==> src/rtl/xlr8_dm_arb_pkg.sv <==
// Shared definitions for the data-memory arbiter: owner encoding, port indices
// and default starvation / burst limits.
package xlr8_dm_arb_pkg;

    // Which requester owned a read in the previous cycle.
    typedef enum logic [1:0] {
        S_IDLE    = 2'd0,
        S_CORE    = 2'd1,
        S_XB      = 2'd2,
        S_XB_LOCK = 2'd3
    } owner_e;

    localparam logic PORT_CORE = 1'b0;
    localparam logic PORT_XB   = 1'b1;

    localparam int unsigned STARVE_MAX_DEF = 4;
    localparam int unsigned BURST_MAX_DEF  = 8;

endpackage

==> src/rtl/xlr8_dm_arb_starve.sv <==
// Saturating up-counter with synchronous clear; sat flags the limit.
// Used for X starvation and, in burst builds, for the locked-burst length.
module xlr8_dm_arb_starve #(
    parameter int unsigned W   = 4,
    parameter int unsigned MAX = 4
) (
    input  logic clk,
    input  logic rst_n,
    input  logic inc,
    input  logic clr,
    output logic sat
);

    localparam logic [W-1:0] MaxVal = W'(MAX);

    logic [W-1:0] cnt_q, cnt_d;

    // Clear has priority; otherwise count up and hold at the limit.
    always_comb begin
        cnt_d = cnt_q;
        if (clr) begin
            cnt_d = '0;
        end else if (inc && (cnt_q != MaxVal)) begin
            cnt_d = cnt_q + W'(1);
        end
    end

    // Counter register.
    always_ff @(posedge clk or negedge rst_n) begin
        if (!rst_n) begin
            cnt_q <= '0;
        end else begin
            cnt_q <= cnt_d;
        end
    end

    assign sat = (cnt_q == MaxVal);

endmodule

==> src/rtl/xlr8_dm_arb.sv <==
// Data-memory arbiter between the AVR core (C) and an XB/DMA master (X) for a
// single-port RAM with registered address. Core has fixed priority; X is forced
// through after STARVE_MAX denied cycles. Read data returns one cycle after the
// grant with a valid strobe for the previous owner.
// Optional locked bursts for X: define XLR8_DM_ARB_BURST_EN.
module xlr8_dm_arb
    import xlr8_dm_arb_pkg::*;
#(
    parameter int unsigned ADDR_W     = 16,
    parameter int unsigned STARVE_MAX = STARVE_MAX_DEF,
    parameter int unsigned BURST_MAX  = BURST_MAX_DEF
) (
    input  logic              cp2,
    input  logic              ireset,
    input  logic              core_req,
    input  logic              core_we,
    input  logic [ADDR_W-1:0] core_addr,
    input  logic [7:0]        core_wdata,
    output logic              core_wait,
    output logic [7:0]        core_rdata,
    output logic              core_rvalid,
    input  logic              xb_req,
    input  logic              xb_we,
    input  logic [ADDR_W-1:0] xb_addr,
    input  logic [7:0]        xb_wdata,
    input  logic              xb_lock,
    output logic              xb_gnt,
    output logic [7:0]        xb_rdata,
    output logic              xb_rvalid,
    output logic              ram_ce,
    output logic              ram_we,
    output logic [ADDR_W-1:0] ram_addr,
    output logic [7:0]        ram_din,
    input  logic [7:0]        ram_dout
);

    owner_e state_q, state_d;
    logic   starve_sat;
    logic   starve_inc;
    logic   lock_hold;
    logic   force_x;
    logic   gnt_x;
    logic   gnt_c;
    logic   sel;

    assign force_x   = xb_req & (starve_sat | lock_hold);
    assign gnt_x     = force_x | (xb_req & ~core_req);
    assign gnt_c     = core_req & ~gnt_x;
    assign core_wait = core_req & ~gnt_c;
    assign xb_gnt    = gnt_x;

    assign starve_inc = xb_req & ~gnt_x;

    xlr8_dm_arb_starve #(
        .W   (4),
        .MAX (STARVE_MAX)
    ) u_starve (
        .clk   (cp2),
        .rst_n (ireset),
        .inc   (starve_inc),
        .clr   (~starve_inc),
        .sat   (starve_sat)
    );

`ifdef XLR8_DM_ARB_BURST_EN
    logic burst_sat;
    logic burst_inc;
    logic xb_rd_q;

    // Every granted locked X cycle counts toward the burst, including the entry.
    assign burst_inc = gnt_x & xb_lock;
    assign lock_hold = (state_q == S_XB_LOCK) & xb_lock & ~burst_sat;

    xlr8_dm_arb_starve #(
        .W   (8),
        .MAX (BURST_MAX)
    ) u_burst (
        .clk   (cp2),
        .rst_n (ireset),
        .inc   (burst_inc),
        .clr   (~burst_inc | burst_sat),
        .sat   (burst_sat)
    );

    // Remembers whether last cycle's X grant was a read (locked cycles may be writes).
    always_ff @(posedge cp2 or negedge ireset) begin
        if (!ireset) begin
            xb_rd_q <= 1'b0;
        end else begin
            xb_rd_q <= gnt_x & ~xb_we;
        end
    end

    assign xb_rvalid = (state_q == S_XB) | ((state_q == S_XB_LOCK) & xb_rd_q);
`else
    logic unused_lock;
    localparam int unsigned unused_burst_max = BURST_MAX;

    assign unused_lock = xb_lock;
    assign lock_hold   = 1'b0;
    assign xb_rvalid   = (state_q == S_XB);
`endif

    // RAM port mux: core fields by default, X fields only while X is granted.
    assign sel    = gnt_x ? PORT_XB : PORT_CORE;
    assign ram_ce = gnt_c | gnt_x;

    always_comb begin
        ram_addr = core_addr;
        ram_din  = core_wdata;
        ram_we   = gnt_c & core_we;
        if (sel == PORT_XB) begin
            ram_addr = xb_addr;
            ram_din  = xb_wdata;
            ram_we   = xb_we;
        end
    end

    // Owner next state: which port's read (if any) was granted this cycle.
    always_comb begin
        state_d = S_IDLE;
        if (gnt_c && !core_we) begin
            state_d = S_CORE;
        end else if (gnt_x && !xb_we) begin
            state_d = S_XB;
        end
`ifdef XLR8_DM_ARB_BURST_EN
        if (gnt_x && xb_lock && !burst_sat) begin
            state_d = S_XB_LOCK;
        end
`endif
    end

    // Owner register; reset drops any read still in flight.
    always_ff @(posedge cp2 or negedge ireset) begin
        if (!ireset) begin
            state_q <= S_IDLE;
        end else begin
            state_q <= state_d;
        end
    end

    assign core_rvalid = (state_q == S_CORE);
    assign core_rdata  = ram_dout;
    assign xb_rdata    = ram_dout;

endmodule

==> config.mk <==
export PLATFORM = sky130hd
export DESIGN_NAME = xlr8_dm_arb
export DESIGN_NICKNAME = d
export VERILOG_FILES = /design/src/rtl/xlr8_dm_arb_pkg.sv /design/src/rtl/xlr8_dm_arb_starve.sv /design/src/rtl/xlr8_dm_arb.sv
export SDC_FILE = /design/constraint.sdc
export NUM_CORES = 1
export LEC_CHECK = 0
export ABC_AREA = 1
export BUFFER_PORTS_ARGS = -buffer_cell sky130_fd_sc_hd__buf_2
export CORE_MARGIN = 2
export CORE_UTILIZATION = 32
export CTS_CLUSTER_SIZE = 24
export DETAILED_ROUTE_END_ITERATION = 10
export MAX_ROUTING_LAYER = met4
export PLACE_DENSITY = 0.8
export SETUP_SLACK_MARGIN = 0.2
export SYNTH_ARGS = -nofsm -noshare
export SYNTH_HDL_FRONTEND = slang
export SYNTH_HIERARCHICAL = 1
export SYNTH_SLANG_ARGS = --single-unit
==> constraint.sdc <==
create_clock -name cp2 -period 1.9 [get_ports cp2]
set_input_delay 0.095 -clock cp2 [delete_from_list [all_inputs] [get_ports cp2]]
set_output_delay 0.095 -clock cp2 [all_outputs]
set_load 0.1 [all_outputs]
Word-level counts from Yosys, hierarchy flattened
Index checks and enable logic that the tools add are counted.

storage, ports and cells
  flip-flop bits (word level) = 6
  bits of input ports = 63
  output and inout port bits = 46
  logic and storage cells = 32

operators by class
  $add $sub $neg = 1
  equality and inequality tests = 5
  multiplexer cells = 8
  bitwise logic cells = 11
  reductions and logical operators = 5

operator list
  cell                                           number
  2-to-1 mux 16 bit                              1
  2-to-1 mux 4 bit                               2
  2-to-1 mux 8 bit                               1
  bitwise AND 1 bit                              6
  adder 4 x 1 -> 4 bit, second input constant    1
  == test 4 x 3 -> 1 bit, second input constant  1
  2-to-1 mux 2 bit                               2
  != test 4 x 3 -> 1 bit, second input constant  1
  logical AND 1 bit                              3
  inverter 1 bit                                 3
  == test 2 x 1 -> 1 bit, second input constant  1
  == test 2 bit, second input constant           1
  logical NOT 1 bit                              2
  2-to-1 mux 1 bit                               2
  != test 2 bit, second input constant           1
  bitwise OR 1 bit                               2

Longest topological paths before layout
Gate-level depths: netlist of the first run.

  depth in word-level cells = 8
  gate-level depth with buffers = 12
  depth with buffers taken out = 12

By module
Netlist of the first run, hierarchy kept.

modules (own cells, without submodules)
  module              instances  cells an instance  area an instance (sq um)  sequential area each (sq um)
  xlr8_dm_arb         1          118                606.8                     50.0
  xlr8_dm_arb_starve  1          32                 252.7                     100.1

Worst setup path before layout of the first run
OpenSTA, ideal clock, no wires.

  path kind = reg-to-output
  start = reg u_starve.cnt_q[0]
  end = out ram_addr[14]
  data arrival time = 2.158 ns
  data required time = 1.805 ns
  setup slack = -0.353 ns
  stages on the path, launching flop included = 10
  path buffers = 1
  cell sequence = dfrtp_1 > inv_1 > ha_1 > nand2_1 > nor2_2 > nand2_2 > nand2_4 > buf_4 > nand2_1 > nand2_1

on the way
  longest elaborated chain between the ends = 5

ends and longest elaborated chain
  element                 RTL line                  text
  from (decl)             xlr8_dm_arb_starve.sv:16  logic [W-1:0] cnt_q, cnt_d;
  from (signal assigned)  xlr8_dm_arb_starve.sv:33  cnt_q <= cnt_d;
  == test 4 x 3 -> 1 bit  xlr8_dm_arb_starve.sv:37  assign sat = (cnt_q == MaxVal);
  named net starve_sat    xlr8_dm_arb.sv:38         logic starve_sat;
  bitwise AND 1 bit       xlr8_dm_arb.sv:46         assign force_x = xb_req & (starve_sat | lock_hold);
  bitwise OR 1 bit        xlr8_dm_arb.sv:47         assign gnt_x = force_x | (xb_req & ~core_req);
  named net xb_gnt        xlr8_dm_arb.sv:27         output logic xb_gnt,
  2-to-1 mux 1 bit        xlr8_dm_arb.sv:105        assign sel = gnt_x ? PORT_XB : PORT_CORE;
  2-to-1 mux 16 bit       xlr8_dm_arb.sv:112        if (sel == PORT_XB) begin
  to (decl)               xlr8_dm_arb.sv:32         output logic [ADDR_W-1:0] ram_addr,

The timed path passes the listed nets, and every way through them passes these cells.

Worst setup path after layout of the first run
  start = reg u_starve.cnt_q[0]
  end = out ram_din[5]

on the way
  longest elaborated chain between the ends = 5

ends and longest elaborated chain
  element                 RTL line                  text
  == test 4 x 3 -> 1 bit  xlr8_dm_arb_starve.sv:37
  named net starve_sat    xlr8_dm_arb.sv:38
  bitwise AND 1 bit       xlr8_dm_arb.sv:46
  bitwise OR 1 bit        xlr8_dm_arb.sv:47
  2-to-1 mux 1 bit        xlr8_dm_arb.sv:105
  2-to-1 mux 8 bit        xlr8_dm_arb.sv:112
  to (decl)               xlr8_dm_arb.sv:33         output logic [7:0] ram_din,

The timed path passes the listed nets, and every way through them passes these cells.

==> flow_summary.ini, run 1 <==
[floorplan]
start_util = 0.341
die_h_um = 55.8
io_pins = 109
die_x_um = 55.8
core-area_um2 = 2520
num_rows = 18
die_area_um2 = 3120

[run]
drv_cap = 0

[synth]
syn_area_per_cell_um2 = 5.73
synth-seq-cells = 6
synth_warnings = 6
syn_inst = 150
synth_cell_type_count = 17
synth_nets = 215
seq_area_frac_synth = 0.175
synth_area_um2 = 860

[sta]
fmaxAchievable_ghz = 0.514
fin_skew_ns = 0.0112
max-slew-margin-rel = 0.615
slew_viol_final = 0
worst_slack_ns = -0.0442
finalSetupViolCount = 26
whs_ns = 0.0188
tightest_slew_ns = 0.575
rsz0062_at_grt = true
period_share = 1.02
fin_crit_ns = 1.94
fin_tns_setup_ns = -0.699
hold_violations = 0

[routing]
drt_wl_total_mm = 5.38
drt_iter0_markers = 105
ant_nets = 0
avgRoutedWirePerCell_um = 20.4
met3_length_um = 462
via_count = 1433
wl_met2_mm = 2.84
met1_length_mm = 1.80
remaining_drc_errors = 0
first_pass_iters = 4
via_per_inst = 5.45
maxUsedRoutingLayer = met4

[setup_path]
cp.buffers_inverters = 3
cp-end-kind = primary output
crit_type = flop to primary output
path_max_fanout = 6
path_common_cell = nand2_4
cpPeakStageDelay_ns = 0.41
crit_path_top_delay_cell = dfrtp_1
path_cells = inv_2 > ha_4 > nand2_4 > nor2_4 > nand2_4 > buf_12 > nand2_8 > nand2_4 > nand2_8 > buf_12
start_kind = flop
critPathArrivalTime_ns = 1.85
crit_required_ns = 1.80
crit_family = simple AND/OR/NAND/NOR gates

[power]
p_leak_nw = 1.25
vdd_drop_max_mv = 0.580
power_density_nw_per_um2 = 487
power_mw = 1.14

[status]
violations = setup timing
status = finished with violations

[placed_design]
dp_slack_ns = 0.152
dpl.hpwl_mm = 2.61
dpl_cell_area_um2 = 1830
gp_congestion = 0.810
place_inst = 243
io_buffers = 83

[grt]
grt_pass1_wl_mm = 7.27
antenna_found_initial = 0
grt_overflow = 0
grt.total_usage = 0.308
grt_max_degree = 20
grt_pass1_vias = 1476

[layout]
fin_cells = 263
fin_area_um2 = 2350
areaGrowthSynthToFinish_pct = 173
diodes = 0
drive_gt1_frac = 0.794
utilization = 0.932
layout.nets = 300

[clock_network]
cts.sinks = 6
cts_tree = done
cts_buffers = 3
clk_latency_ns = 0.26
clkTransAtPathRegs_ns = 0.06
clockBufferDepth = 2
cts_root_buffer = clkbuf_4
h-tree-depth = 1

[min_path]
hp-class = primary input to flop
## final timing paths
path,start,endpoint,slack (ns),depth (start not counted)
min,core_we,state_q[0],0.02,2
min reg2reg,u_starve/cnt_q[1],u_starve/cnt_q[1],0.61,2
max reg2reg,u_starve/cnt_q[0],u_starve/cnt_q[3],-0.02,14
max in group asynchronous,ireset,u_starve/cnt_q[0],1.52,2
min in group asynchronous,ireset,u_starve/cnt_q[2],0.22,2
max,u_starve/cnt_q[0],ram_din[5],-0.04,10
## per-layer routing
| metal | GRT usage | vias to the layer above |
|---|---|---|
| li1 | - | 629 |
| met4 | 0.0850 | 0 |
| met2 | 0.575 | 120 |
| met1 | 0.307 | 654 |
| met5 | - | - |
| met3 | 0.0977 | 30 |
## layout make-up
type | instances | area (µm²)
multi-input combinational | 113 | 1090
timing repair buffer | 99 | 1000
fill | 87 | 173
sequential | 6 | 150
inverter | 12 | 48.8
tap | 30 | 37.5
clock buffer | 3 | 22.5
## placed cells by master, fill, tap and decap left out
cell / n
dlygate4sd3_1: 1
buf_2: 56
dfrtp_1: 6
o21ai_0: 2
buf_16: 1
nor2_1: 2
nand2_2: 10
ha_1: 1
or2_2: 1
nand2_8: 12
clkinvlp_4: 1
nand3_2: 14
nand2_4: 34
buf_12: 29
buf_6: 4
nand4_1: 3
inv_2: 6
nor2_4: 4
nand2_1: 11
ha_4: 1
nand3_1: 14
buf_4: 8
a21oi_2: 1
inv_1: 5
clkbuf_4: 3
a21oi_1: 1
nor2b_1: 1
o21ai_1: 1
## synth_stat cells (all sizes together)
cell type,count,share of area
a21oi,2,0.012
buf,22,0.18
dfrtp,6,0.17
ha,2,0.029
inv,12,0.052
nand2,64,0.29
nand3,28,0.16
nand4,3,0.022
nor2,6,0.041
nor2b,1,0.0073
o21ai,3,0.017
or2,1,0.0073
## report_power, final
part	total (mW)	switching, mW	internal [mW]
sequential	0.133	0.00266	0.131
clock	0.128	0.0557	0.0721
combinational	0.883	0.579	0.304
## state kept, by name, indices dropped and copies added, names as in the netlist
| register | cells |
|---|---|
| u_starve/cnt_q | 4 |
| state_q | 2 |
## cells by family after synthesis
logic type               Yosys count  share of synthesized area
flip-flops                         6                      0.175
buffers and inverters             34                      0.233
AO/OA/AOI/OAI                      5                     0.0291
adder cells (fa/ha/maj)            2                     0.0291
AND/OR/NAND/NOR                  103                      0.534
## timing repair
action	CTS	global route
setup buffers	6	6
pin swaps	9	18
setup endpoints to repair	26	31
resized for setup	53	27
cloned	4	0
hold buffers	1	0
hold endpoints to repair	6	0
(Power assumes the default switching activity.)
==> run 2: changes to the inputs <==
==> constraint.sdc (replaced) <==
create_clock -name cp2 -period 1.9 [get_ports cp2]
set_input_delay 0.285 -clock cp2 [delete_from_list [all_inputs] [get_ports cp2]]
set_output_delay 0.285 -clock cp2 [all_outputs]
set_load 0.1 [all_outputs]
==> run 2 against run 1 <==
Compared with the run above:
- the run still ends with setup timing left
- first-iteration DRC count is 41% higher
- worst hold slack better by 0.20 ns
- global-route usage is 4.4 points lower
- clock skew is 0.0052 ns lower
- non-clock buffer count is 2 lower
==> flow_summary.ini, run 2 (synthesis gave the netlist of run 1 again) <==
[sta]
max-slew-margin-rel = 0.681
whs_ns = 0.218
worst_slack_ns = -0.335
slew_viol_final = 0
period_share = 1.18
fin_skew_ns = 0.00605
rsz0062_at_grt = true
tightest_slew_ns = 0.483
fmaxAchievable_ghz = 0.447
finalSetupViolCount = 27
hold_violations = 0
fin_crit_ns = 2.24

[clock_network]
h-tree-depth = 1
cts_buffers = 3
cts_tree = done
clockBufferDepth = 2
clk_latency_ns = 0.26
clkTransAtPathRegs_ns = 0.05
cts.sinks = 6
cts_root_buffer = clkbuf_4

[layout]
regMostFlops = u_starve/cnt_q
reg_top3 = u_starve/cnt_q (4), state_q (2)
fin_cells = 258
final_cell_mix = buf_2 (56), buf_12 (30), nand3_1 (21), nand2_8 (20), nand2_4 (19)
multi_input_area_um2 = 1070
diodes = 0
drive_gt1_frac = 0.763
mostFrequentLayoutCell = buf_2
largest_reg_flops = 4
areaGrowthSynthToFinish_pct = 174
utilization = 0.935
layout.nets = 295
nFillCells = 87
seq_area_um2 = 150

[routing]
drt_wl_total_mm = 5.45
first_pass_iters = 8
via_count = 1465
remaining_drc_errors = 0
avgRoutedWirePerCell_um = 21.1
via_per_inst = 5.68
ant_nets = 0
drt_iter0_markers = 148

[power]
power_density_nw_per_um2 = 503
swShare = 0.553
power_frac_comb = 0.779
pwr-share-seq = 0.112
power_mw = 1.18
p_int_mw = 0.529
clkPwrFrac = 0.109
p_sw_mw = 0.656
p_leak_nw = 1.18
vdd_drop_max_mv = 0.506

[floorplan]
num_rows = 18
start_util = 0.341
die_x_um = 55.8
io_pins = 109
core-area_um2 = 2520
die_h_um = 55.8
die_area_um2 = 3120

[status]
violations = setup timing
status = finished with violations

[run]
drv_cap = 0

[grt]
grt_overflow = 0
grt.total_usage = 0.264
grt_max_degree = 26
antenna_found_initial = 0
grt_pass1_wl_mm = 6.34
grt_pass1_vias = 1393

[placed_design]
dpl.hpwl_mm = 2.96
dp_slack_ns = -0.00897
place_inst = 245
gp_congestion = 0.831
io_buffers = 83

[setup_path]
crit_required_ns = 1.62
start_kind = flop
crit_type = flop to primary output
path_max_fanout = 3
cp-end-kind = primary output
critPathArrivalTime_ns = 1.95

[min_path]
hp-class = primary input to flop
[run 2: path summary, 6_finish.rpt]
| kind | start | endpoint | slack [ns] | cells past startpoint |
|---|---|---|---|---|
| max | u_starve/cnt_q[1] | ram_we | -0.34 | 9 |
| min | core_we | state_q[0] | 0.22 | 2 |
| max reg2reg | u_starve/cnt_q[1] | u_starve/cnt_q[3] | 0.17 | 13 |
| min reg2reg | u_starve/cnt_q[1] | u_starve/cnt_q[1] | 0.60 | 2 |
| max in group asynchronous | ireset | u_starve/cnt_q[3] | 1.35 | 2 |
| min in group asynchronous | ireset | state_q[1] | 0.39 | 2 |
[run 2: timing repair]
action / 4_1_cts / 5_1_grt
resized for setup: 14 / 27
endpoints found under the setup margin: 31 / 31
gates cloned: 1 / 2
hold buffers: 1 / 0
hold endpoints to repair: 6 / 0
pin swaps: 2 / 6
setup buffers: 3 / 3
[run 2: final cells by class]
cell class | count | area share
inverters | 12 | 0.0207
flip-flops and latches | 6 | 0.0637
clock buffers | 3 | 0.00955
multi-input cells | 110 | 0.454
repair buffers | 97 | 0.436
well taps | 30 | 0.0159
[run 2: metrics by stage]
stage	instance area, µm²	setup TNS [ns]
after CTS	2170	-2.58
after detailed placement	2050	-0.00897
final	2360	-4.27
after global placement	2050	0
after global routing	2360	-5.80
after floorplan	1300	-0.0266
[run 2: critical path: stages (launching register included)]
cell,delay [ns]
dfrtp_1,0.37
inv_2,0.07
ha_4,0.16
nand2_4,0.08
nor2_4,0.04
buf_4,0.16
a21oi_1,0.33
nand2_1,0.16
nand2_2,0.13
buf_12,0.18
[run 2: layer usage]
layer	share of wire	track usage
met1	0.32	0.245
met2	0.51	0.527
met3	0.091	0.0953
met4	0.075	0.0272
met5	0	-
[run 2: power groups by stage]
| stage | clock network [mW] | logic [mW] | registers (mW) |
|---|---|---|---|
| 6_report | 0.129 | 0.923 | 0.133 |
| 5_1_grt | 0.141 | 0.945 | 0.133 |
| 4_1_cts | 0.125 | 0.867 | 0.133 |
| 3_5_place_dp | 0 | 0.848 | 0.135 |
| 3_3_place_gp | 0 | 0.833 | 0.135 |
| 2_1_floorplan | 0 | 0.704 | 0.135 |
